File: src/rtl/proj_raster_sequencer.sv
// Raster-order coordinate sequencer for the barrel-projection math core, with credit-limited
// request issue and frame control. Optional inter-line blanking is enabled by SEQ_HBLANK_EN.
module proj_raster_sequencer #(
  parameter int unsigned WIDTH           = 1080,
  parameter int unsigned HEIGHT          = 960,
  parameter int unsigned MAX_OUTSTANDING = 16,
  parameter int unsigned HBLANK          = 4,
  localparam int unsigned XW = (WIDTH > 1) ? $clog2(WIDTH) : 1,
  localparam int unsigned YW = (HEIGHT > 1) ? $clog2(HEIGHT) : 1,
  localparam int unsigned OW = $clog2(MAX_OUTSTANDING + 1)
) (
  input  logic          clk,
  input  logic          reset,
  input  logic          start,
  input  logic          continuous,
  input  logic          abort,
  output logic          req_valid,
  input  logic          req_ready,
  output logic [XW-1:0] req_x,
  output logic [YW-1:0] req_y,
  output logic          req_sof,
  output logic          req_eol,
  input  logic          rsp_valid,
  output logic          busy,
  output logic          frame_done,
  output logic          aborted,
  output logic [15:0]   frame_count,
  output logic [OW-1:0] outstanding,
  output logic          underflow_err
);

`ifdef SEQ_HBLANK_EN
  localparam int unsigned HW = (HBLANK > 1) ? $clog2(HBLANK) : 1;
  typedef enum logic [1:0] {StIdle, StRun, StDrain, StHblank} state_t;
  logic [HW-1:0] hb_q, hb_d;
`else
  typedef enum logic [1:0] {StIdle, StRun, StDrain} state_t;
`endif

  state_t        state_q, state_d;
  logic [XW-1:0] x_q, x_d;
  logic [YW-1:0] y_q, y_d;
  logic          abort_q, abort_d;
  logic [OW-1:0] out_q, out_d;
  logic [15:0]   cnt_q;
  logic          underflow_q;
  logic          xfer, last_px, credit;

  assign xfer          = req_valid & req_ready;
  assign last_px       = (x_q == XW'(WIDTH - 1)) && (y_q == YW'(HEIGHT - 1));
  assign credit        = out_q < OW'(MAX_OUTSTANDING);
  assign req_x         = x_q;
  assign req_y         = y_q;
  assign req_sof       = (x_q == '0) && (y_q == '0);
  assign req_eol       = (x_q == XW'(WIDTH - 1));
  assign busy          = (state_q != StIdle);
  assign frame_count   = cnt_q;
  assign outstanding   = out_q;
  assign underflow_err = underflow_q;

  always_comb begin
    state_d    = state_q;
    x_d        = x_q;
    y_d        = y_q;
    abort_d    = abort_q;
    req_valid  = 1'b0;
    frame_done = 1'b0;
    aborted    = 1'b0;
`ifdef SEQ_HBLANK_EN
    hb_d       = hb_q;
`endif
    case (state_q)
      StIdle: begin
        if (start) begin
          state_d = StRun;
          x_d     = '0;
          y_d     = '0;
          abort_d = 1'b0;
        end
      end
      StRun: begin
        req_valid = credit;
        if (xfer) begin
          if (req_eol) begin
            x_d = '0;
            y_d = (y_q == YW'(HEIGHT - 1)) ? '0 : y_q + YW'(1);
          end else begin
            x_d = x_q + XW'(1);
          end
        end
        // abort wins over the last-pixel exit, but a coincident transfer still counts
        if (abort) begin
          state_d = StDrain;
          abort_d = 1'b1;
        end else if (xfer && last_px) begin
          state_d = StDrain;
`ifdef SEQ_HBLANK_EN
        end else if (xfer && req_eol) begin
          state_d = StHblank;
          hb_d    = HW'(HBLANK - 1);
`endif
        end
      end
`ifdef SEQ_HBLANK_EN
      StHblank: begin
        if (abort) begin
          state_d = StDrain;
          abort_d = 1'b1;
        end else if (hb_q == '0) begin
          state_d = StRun;
        end else begin
          hb_d = hb_q - HW'(1);
        end
      end
`endif
      StDrain: begin
        if (out_q == '0) begin
          x_d     = '0;
          y_d     = '0;
          abort_d = 1'b0;
          if (abort_q) begin
            aborted = 1'b1;
            state_d = StIdle;
          end else begin
            frame_done = 1'b1;
            state_d    = continuous ? StRun : StIdle;
          end
        end
      end
      default: state_d = StIdle;
    endcase
  end

  // Simultaneous transfer and response leave the count unchanged.
  always_comb begin
    out_d = out_q;
    unique case ({xfer, rsp_valid})
      2'b10:   out_d = out_q + OW'(1);
      2'b01:   out_d = (out_q == '0) ? '0 : out_q - OW'(1);
      default: out_d = out_q;
    endcase
  end

  always_ff @(posedge clk) begin
    if (reset) begin
      state_q     <= StIdle;
      x_q         <= '0;
      y_q         <= '0;
      abort_q     <= 1'b0;
      out_q       <= '0;
      cnt_q       <= '0;
      underflow_q <= 1'b0;
`ifdef SEQ_HBLANK_EN
      hb_q        <= '0;
`endif
    end else begin
      state_q <= state_d;
      x_q     <= x_d;
      y_q     <= y_d;
      abort_q <= abort_d;
      out_q   <= out_d;
      if (frame_done) cnt_q <= cnt_q + 16'd1;
      if (rsp_valid && (out_q == '0)) underflow_q <= 1'b1;
`ifdef SEQ_HBLANK_EN
      hb_q    <= hb_d;
`endif
    end
  end

endmodule

File: config.mk
export PLATFORM = sky130hd
export DESIGN_NAME = proj_raster_sequencer
export DESIGN_NICKNAME = d
export VERILOG_FILES = /design/src/rtl/proj_raster_sequencer.sv
export SDC_FILE = /design/constraint.sdc
export NUM_CORES = 1
export LEC_CHECK = 0
export CAP_MARGIN = 5
export CORE_MARGIN = 3
export CORE_UTILIZATION = 38
export DETAILED_ROUTE_END_ITERATION = 6
export SLEW_MARGIN = 40
export SYNTH_ARGS = -nofsm -noshare
export SYNTH_HDL_FRONTEND = slang
export SYNTH_SLANG_ARGS = --single-unit
File: constraint.sdc
create_clock -name clk -period 7.8 [get_ports clk]
set_clock_uncertainty 0.2 [all_clocks]
set_input_delay 2.34 -clock clk [delete_from_list [all_inputs] [get_ports clk]]
set_output_delay 2.34 -clock clk [all_outputs]
set_load 0.005 [all_outputs]
; Word-level counts from Yosys, hierarchy flattened
; Cells that the tools add are included.
; W data, S select, Z words.
[word_totals]
ff_bits = 46
latch_bits = 0
ram_bits = 0
mem_bits_ro = 0
inputBits = 7
output_inout_bits = 49
word_cells = 72
n_memories = 0
[classes]
n_addsub = 5
multipliers = 0
n_div = 0
n_lt_le_gt_ge = 1
eq_ne = 12
shifts = 0
mux = 31
bitwise = 1
reduce_logical = 15
[op_table]
columns = operator, n
row1 = $mux W10, 5
row2 = $mux W11, 4
row3 = $pmux W11 S3, 1
row4 = $pmux W10 S3, 1
row5 = $add A16 B1 Y16 const B, 1
row6 = $mux W1, 12
row7 = $add A11 B1 Y11 const B, 1
row8 = $eq A11 B11 Y1 const B, 1
row9 = $logic_not A11 Y1, 1
row10 = $add A10 B1 Y10 const B, 1
row11 = $eq A10 B10 Y1 const B, 1
row12 = $logic_not A10 Y1, 1
row13 = $ne A2 B2 Y1 const B, 5
row14 = $pmux W5 S2, 1
row15 = $mux W2, 4
row16 = $reduce_and A4 Y1, 2
row17 = $pmux W2 S3, 1
row18 = $add A5 B1 Y5 const B, 1
row19 = $logic_not A5 Y1, 1
row20 = $lt A5 B5 Y1 const B, 1
row21 = $mux W5, 1
row22 = $reduce_and A5 Y1, 1
row23 = $sub A5 B1 Y5 const B, 1
row24 = $eq A2 B1 Y1 const B, 2
row25 = other kinds (9), 14

; Longest topological paths before layout
; Gate-level depths: netlist of run 1.
[depth]
word_depth = 7
mapped_depth = 10
ltp_nobuf = 8

; Least setup slack after synthesis of run 1
; OpenSTA, ideal clock, no wires.
[synth_path]
kind = flip-flop to output port
startpoint = register out_q[0], in the netlist outstanding[0]
endpoint = output port frame_done
t_arrival_ns = 1.892
required_ns = 5.260
slack_ns = 3.368
stages_incl_launch_ff = 8
n_path_buf = 2
path_cell_list = dfxtp_1 inv_1 ha_1 or4b_4 buf_6 or3_1 inv_1 buf_2
[synth_between]
elab_chain_len = 3
[synth_rtl]
columns = element, line
row1 = from (decl), 44  ; logic [OW-1:0] out_q, out_d;
row2 = from (signal assigned), 161  ; out_q <= out_d;
row3 = $logic_not A5 Y1, 117  ; if (out_q == '0) begin
row4 = $mux W1, 117
row5 = $mux W1, 72  ; case (state_q)
row6 = to (decl), 25  ; output logic frame_done,
; No other way between the ends.

; Worst setup path in the final report of run 1
; Ends and elaborated chain as after synthesis.

==> results of run 1 <==
==> sequential cells by signal (all words and copies together) (netlist names) <==
register and count:
outstanding 5, state_q 2, frame_count 16, req_x 11, underflow_err 1, abort_q 1, req_y 10
==> cell families (layout without fill, tap and decap cells) <==
family | Yosys count | after routing | share of synthesized area [%]
xor+xnor | 24 | 24 | 8.62
flops | 46 | 46 | 37.8
fa+ha+maj | 8 | 8 | 4.10
simple gates | 145 | 145 | 31.4
compound gates | 53 | 53 | 13.1
buf+inv | 28 | 77 | 5.03
==> power groups by stage <==
stage	logic [mW]	registers [mW]	clock network (mW)
CTS	0.0778	0.250	0.181
floorplan	0.0567	0.252	0
finish	0.0773	0.250	0.177
global route	0.0869	0.252	0.190
global placement	0.0767	0.255	0
detailed placement	0.0773	0.255	0
==> tightest hold or removal path: cells and delay by family (launching register included) <==
family | cells | cell delay [ns]
AOI/OAI and AO/OA | 1 | 0.04
DFF | 1 | 0.34
and+or+nand+nor | 1 | 0.07
==> layout make-up <==
class	instances	area (um^2)
multi-input combinational	230	1400
clock buffer	7	76.3
tap	75	93.8
clock inverter	1	30.0
fill	588	2940
inverter	13	48.8
timing repair buffer	56	558
sequential	46	921
==> per-layer routing <==
metal / vias up / wire length, um
met5: - / 0
met2: 65 / 2750
met3: 4 / 347
met4: 0 / 55
met1: 1065 / 2960
li1: 1176 / -
==> Yosys cell counts, drive strengths merged, types with 2 or more instances <==
library cell	n
a211oi	3
o21ai	9
nor4	9
nand3	10
or3	7
ha	8
o22a	2
nand2b	5
and3	4
clkbuf	11
nor2	41
or4	3
o22ai	3
nand2	26
nor2b	3
or4b	2
dfxtp	46
or3b	4
xnor2	11
buf	4
xor2	13
a31oi	5
inv	13
nor3	14
a21oi	23
nand4	13
==> per-stage QoR <==
step | utilization (%) | total power [mW] | hold WS, ns | cells
floorplan | - | 0.309 | 0.260 | 304
global placement | 49.8 | 0.331 | 0.254 | 420
detailed placement | 49.8 | 0.333 | 0.273 | 420
CTS | 51.5 | 0.508 | 0.299 | 428
global route | 51.5 | 0.529 | 0.336 | 428
finish | 51.5 | 0.504 | 0.287 | 428
==> final timing paths <==
| path | slack, ns | cells after the start | to |
|---|---|---|---|
| worst max-delay path | 2.38 | 6 | frame_done |
| worst max register to register | 4.74 | 7 | req_y[3]$_SDFFE_PP0P_ |
| worst min register to register | 0.29 | 2 | underflow_err$_SDFFE_PP0P_ |
| worst min-delay path | 0.29 | 2 | underflow_err$_SDFFE_PP0P_ |
==> cells in the final DEF, fill, tap and decap left out, drive strengths merged, types with 11 or more instances in the layout <==
cell type | synthesis | final
clkdlybuf4s50 | 0 | 55
dfxtp | 46 | 46
nor2 | 41 | 41
nand2 | 26 | 26
a21oi | 23 | 23
nor3 | 14 | 14
inv | 13 | 13
nand4 | 13 | 13
xor2 | 13 | 13
xnor2 | 11 | 11
==> results.md, run 1 <==
* H-tree levels at 2
* EDFF count, synth at 0
* Gate power share at 15.3%
* GRT met1 Usage at 24.9%
* Post-DP Area at 3020 um^2
* Lkg Pwr at 1.03 nW
* Via/cell ratio at 5.40
* Max FO, Critical Path at 11
* Fraction of registers with async set/reset at 0%
* DRC viols at 0
* Die Span X at 86.1 um
* Area contributors post-synth: dfxtp_1 38%, nor2_1 6.3%, a21oi_1 4.7%
* Largest net degree at the start of global routing at 39
* Worst setup EP type: output port
* VDD IR-drop max at 0.0711 mV
* Post-CTS Setup Bufs at 0
* Placement Setup Slack at 2.75 ns
* Synth cell types at 43
* Dominant cell type by area after synthesis: dfxtp_1
* All-layer global routing usage at 17.5%
* Max Cap Viol at 0
* CP Class: flip-flop to output port
* Drt first-iter violations at 127
* Worst setup SP type: flip-flop
* PortBufs at 55
* Final ANT Viol Nets at 0
* Design Area, Final at 3120 um^2
* Total CTS buffers at 5
* Pwr Density at 161 nW/um^2
* Post-DP HPWL at 4.30 mm
* Die Span Y at 86.1 um
* Core area at 6060 um^2
* Switch Pwr at 132 uW
* Slew HR at 48.9%
* WP data required at 5.26 ns
* Hold_buf cts at 0
* Total vias in the final route at 2310
* Worst Min Path Start: underflow_err$_SDFFE_PP0P_
* Fin Setup TNS at 0 ns
* Syn Nets at 319
* Starting Density at 40.2%
* Reg2reg start: outstanding[0]$_SDFFE_PP0P_
* Yosys Warn Count at 0
* Post-synthesis cell count at 304
* Switching part of the total power at 26.1%
* Fin crit share at 69.5%
* Routed WL per cell at 14.3 um
* Io pins at 56
* Commonest register cell after synthesis: dfxtp_1
* Die area at 7410 um^2
* Crit-path slowest cell: clkdlybuf4s50_1
* Worst-Skew Late Latency at 0.30 ns
* RSZ-0062 raised after global routing: no
* Routed wire length at 6.11 mm
* Initial antenna violation count at 0
* Share of the synthesized area in the top cell type at 37.8%
* Internal power at 372 uW
* Crit path max-delay family: simple AND/OR/NAND/NOR gates
* First-pass GRT wire length at 10.7 mm
* Seq pwr share at 49.6%
* Critical path cell sequence: inv_1, ha_1, or4b_4, or3_1, inv_1, clkdlybuf4s50_1
* Fin crit period at 5.42 ns
* Setup violations, final at 0
* GR peak layer: met2
* Pre-antenna DRT Iters at 4
* Grt ovf at 0
* Area added between synthesis and finish at 28.1%
* Run status: completed
* Clock root buffer: clkbuf_8
* CTS Sinks at 46
* Final GP Congestion at 0.762
* Worst Slack Setup Final at 2.38 ns
* Largest stage delay, worst path at 0.57 ns
* Final nets at 367
* Met2 usage at 26.8%
* #FFs+latches synth at 46
* Netlist Area Pre-Place at 2440 um^2
* Fmax at 184 MHz
* Met3 usage at 3.65%
* Worst-path clk slew at 0.09 ns
* Critical Path Start: outstanding[0]$_SDFFE_PP0P_
* Row count at 28
* CP Data Arrival Time at 2.88 ns
* Final-report max-slew violation count at 0
* Clock share of power at 35.0%
* Number of global-route vias before repair at 2146
* Post-CTS sizing at 0
* Worst Tran Pin Value at 0.760 ns
* Bufs on Longest Clock Path at 2
* Worst Path Buf+Inv at 3
* Seq/Total Area, Yosys at 37.8%
* TritonCTS clock tree: done
* Fraction of layout cells with a size suffix above 1 at 3.97%
* Mean post-synth cell area at 8.02 um^2
* Min-Delay Path Class: flip-flop to flip-flop
* Hold Vio Cnt, Final at 0
* ANT cells at 0
* Cell mode on critical path: inv_1
No activity file was read; power rests on OpenSTA's default activity.
==> run 2: changes to the inputs <==
--- a/config.mk
+++ b/config.mk
@@ -9,6 +9,7 @@
 export CORE_MARGIN = 3
 export CORE_UTILIZATION = 38
 export DETAILED_ROUTE_END_ITERATION = 6
+export PLACE_DENSITY = 0.66
 export SLEW_MARGIN = 40
 export SYNTH_ARGS = -nofsm -noshare
 export SYNTH_HDL_FRONTEND = slang
==> constraint.sdc (replaced) <==
create_clock -name clk -period 4.8 [get_ports clk]
set_clock_uncertainty 0.2 [all_clocks]
set_input_delay 1.44 -clock clk [delete_from_list [all_inputs] [get_ports clk]]
set_output_delay 1.44 -clock clk [all_outputs]
set_load 0.005 [all_outputs]
==> run 2 against run 1 <==
Against the previous run: non-clock buffer count is 1 higher; global-route usage fell by 0.77 points; design area is essentially flat; register-to-register slack lost 3.0 ns; sequential power is 62% higher; critical path depth up 1; setup slack got worse by 2.0 ns; flip-flop and latch count unchanged; combinational power rose by 62%; via count fell by 0.65%; routed wire length decreased by 3.8%; hold slack worse by 0.0014 ns.
==> results.md, run 2 (synthesized netlist as in run 1, its figures left out) <==
* Io pins at 56
* Min-Delay Path Class: flip-flop to flip-flop
* Hold_buf cts at 0
* RSZ-0062 raised after global routing: no
* Total CTS buffers at 5
* Worst Tran Pin Value at 0.733 ns
* Worst Slack Setup Final at 0.418 ns
* Largest register FFs at 16
* Fin Setup TNS at 0 ns
* PortBufs at 55
* Number of global-route vias before repair at 2157
* Worst setup EP type: output port
* Routed WL per cell at 13.7 um
* CTS Sinks at 46
* ANT cells at 0
* Die Span X at 86.1 um
* Row count at 28
* Placement Setup Slack at 0.760 ns
* Worst-path clk slew at 0.08 ns
* Final GP Congestion at 0.859
* Pwr Density at 249 nW/um^2
* Run status: completed
* Fmax at 228 MHz
* Pre-antenna DRT Iters at 4
* TritonCTS clock tree: done
* Fin crit period at 4.38 ns
* Max FO, Critical Path at 11
* Fraction of layout cells with a size suffix above 1 at 4.80%
* Die area at 7410 um^2
* CP Class: flip-flop to output port
* Post-CTS sizing at 0
* DRC viols at 0
* Via/cell ratio at 5.35
* All-layer global routing usage at 16.8%
* Lkg Pwr at 1.03 nW
* Grt ovf at 0
* Clock root buffer: clkbuf_8
* Worst setup SP type: flip-flop
* Die Span Y at 86.1 um
* Slew HR at 50.8%
* Final nets at 368
* Bufs on Longest Clock Path at 2
* Max Cap Viol at 0
* Starting Density at 40.2%
* Largest net degree at the start of global routing at 38
* Post-DP HPWL at 4.23 mm
* WP data required at 3.16 ns
* WHS at 0.285 ns
* Total vias in the final route at 2295
* Area added between synthesis and finish at 28.0%
* VDD IR-drop max at 0.193 mV
* Core area at 6060 um^2
* Post-layout util at 51.5%
* Routed wire length at 5.88 mm
* Worst-Skew Late Latency at 0.30 ns
* Final-report max-slew violation count at 0
* Initial antenna violation count at 0
* H-tree levels at 2
* CP Data Arrival Time at 2.74 ns
* First-pass GRT wire length at 10.2 mm
* Hold Vio Cnt, Final at 0
* Final ANT Viol Nets at 0
* Drt first-iter violations at 116
* Commonest non-fill, non-tap cell in the layout: clkdlybuf4s50_1
* Setup violations, final at 0
* Most frequent cells in the layout: 55 x clkdlybuf4s50_1, 46 x dfxtp_1, 41 x nor2_1
* Fin crit share at 91.3%
* Post-CTS Setup Bufs at 0
[run 2: final timing paths]
check	end	from	cells past startpoint	slack, ns
worst max-delay path	frame_done	outstanding[0]$_SDFFE_PP0P_	7	0.42
worst max register to register	req_y[3]$_SDFFE_PP0P_	outstanding[0]$_SDFFE_PP0P_	7	1.79
worst min-delay path	underflow_err$_SDFFE_PP0P_	underflow_err$_SDFFE_PP0P_	2	0.29
worst min register to register	underflow_err$_SDFFE_PP0P_	underflow_err$_SDFFE_PP0P_	2	0.29
[run 2: stage by stage]
step	power [mW]	area, um^2	instances
after detailed placement	0.540	3020	421
after global placement	0.538	3020	421
after CTS	0.786	3120	429
final	0.778	3120	429
after global routing	0.818	3120	429
after floorplan	0.501	2440	304
[run 2: layout make-up]
| type | count | area [um^2] |
|---|---|---|
| inverters | 13 | 48.8 |
| fillers | 616 | 2940 |
| well taps | 75 | 93.8 |
| clock inverters | 1 | 5.00 |
| repair buffers | 57 | 566 |
| clock buffers | 7 | 86.3 |
| flip-flops and latches | 46 | 921 |
| multi-input cells | 230 | 1400 |
[run 2: worst max-delay path, stage by stage (launching register included)]
cell and delay (ns):
dfxtp_1 0.39, inv_1 0.09, ha_1 0.22, or4b_4 0.54, or3_1 0.44, inv_1 0.08
buf_4 0.17, clkdlybuf4s50_1 0.52
[run 2: power by group]
| part | leakage, nW | internal (mW) | total [mW] | switching (mW) |
|---|---|---|---|---|
| Combinational | 0.609 | 0.0590 | 0.125 | 0.0664 |
| Clock | 0.0482 | 0.116 | 0.248 | 0.131 |
| Sequential | 0.372 | 0.390 | 0.405 | 0.0146 |
[run 2: per-layer routing]
metal | up-vias | wire length [um] | part of all wire (%) | GRT usage [%]
met3 | 10 | 287 | 4.9 | 2.88
met4 | 0 | 93 | 1.6 | 6.33
met5 | - | 0 | 0 | 0
met2 | 52 | 2690 | 46 | 26.1
li1 | 1177 | - | - | -
met1 | 1056 | 2810 | 48 | 23.1
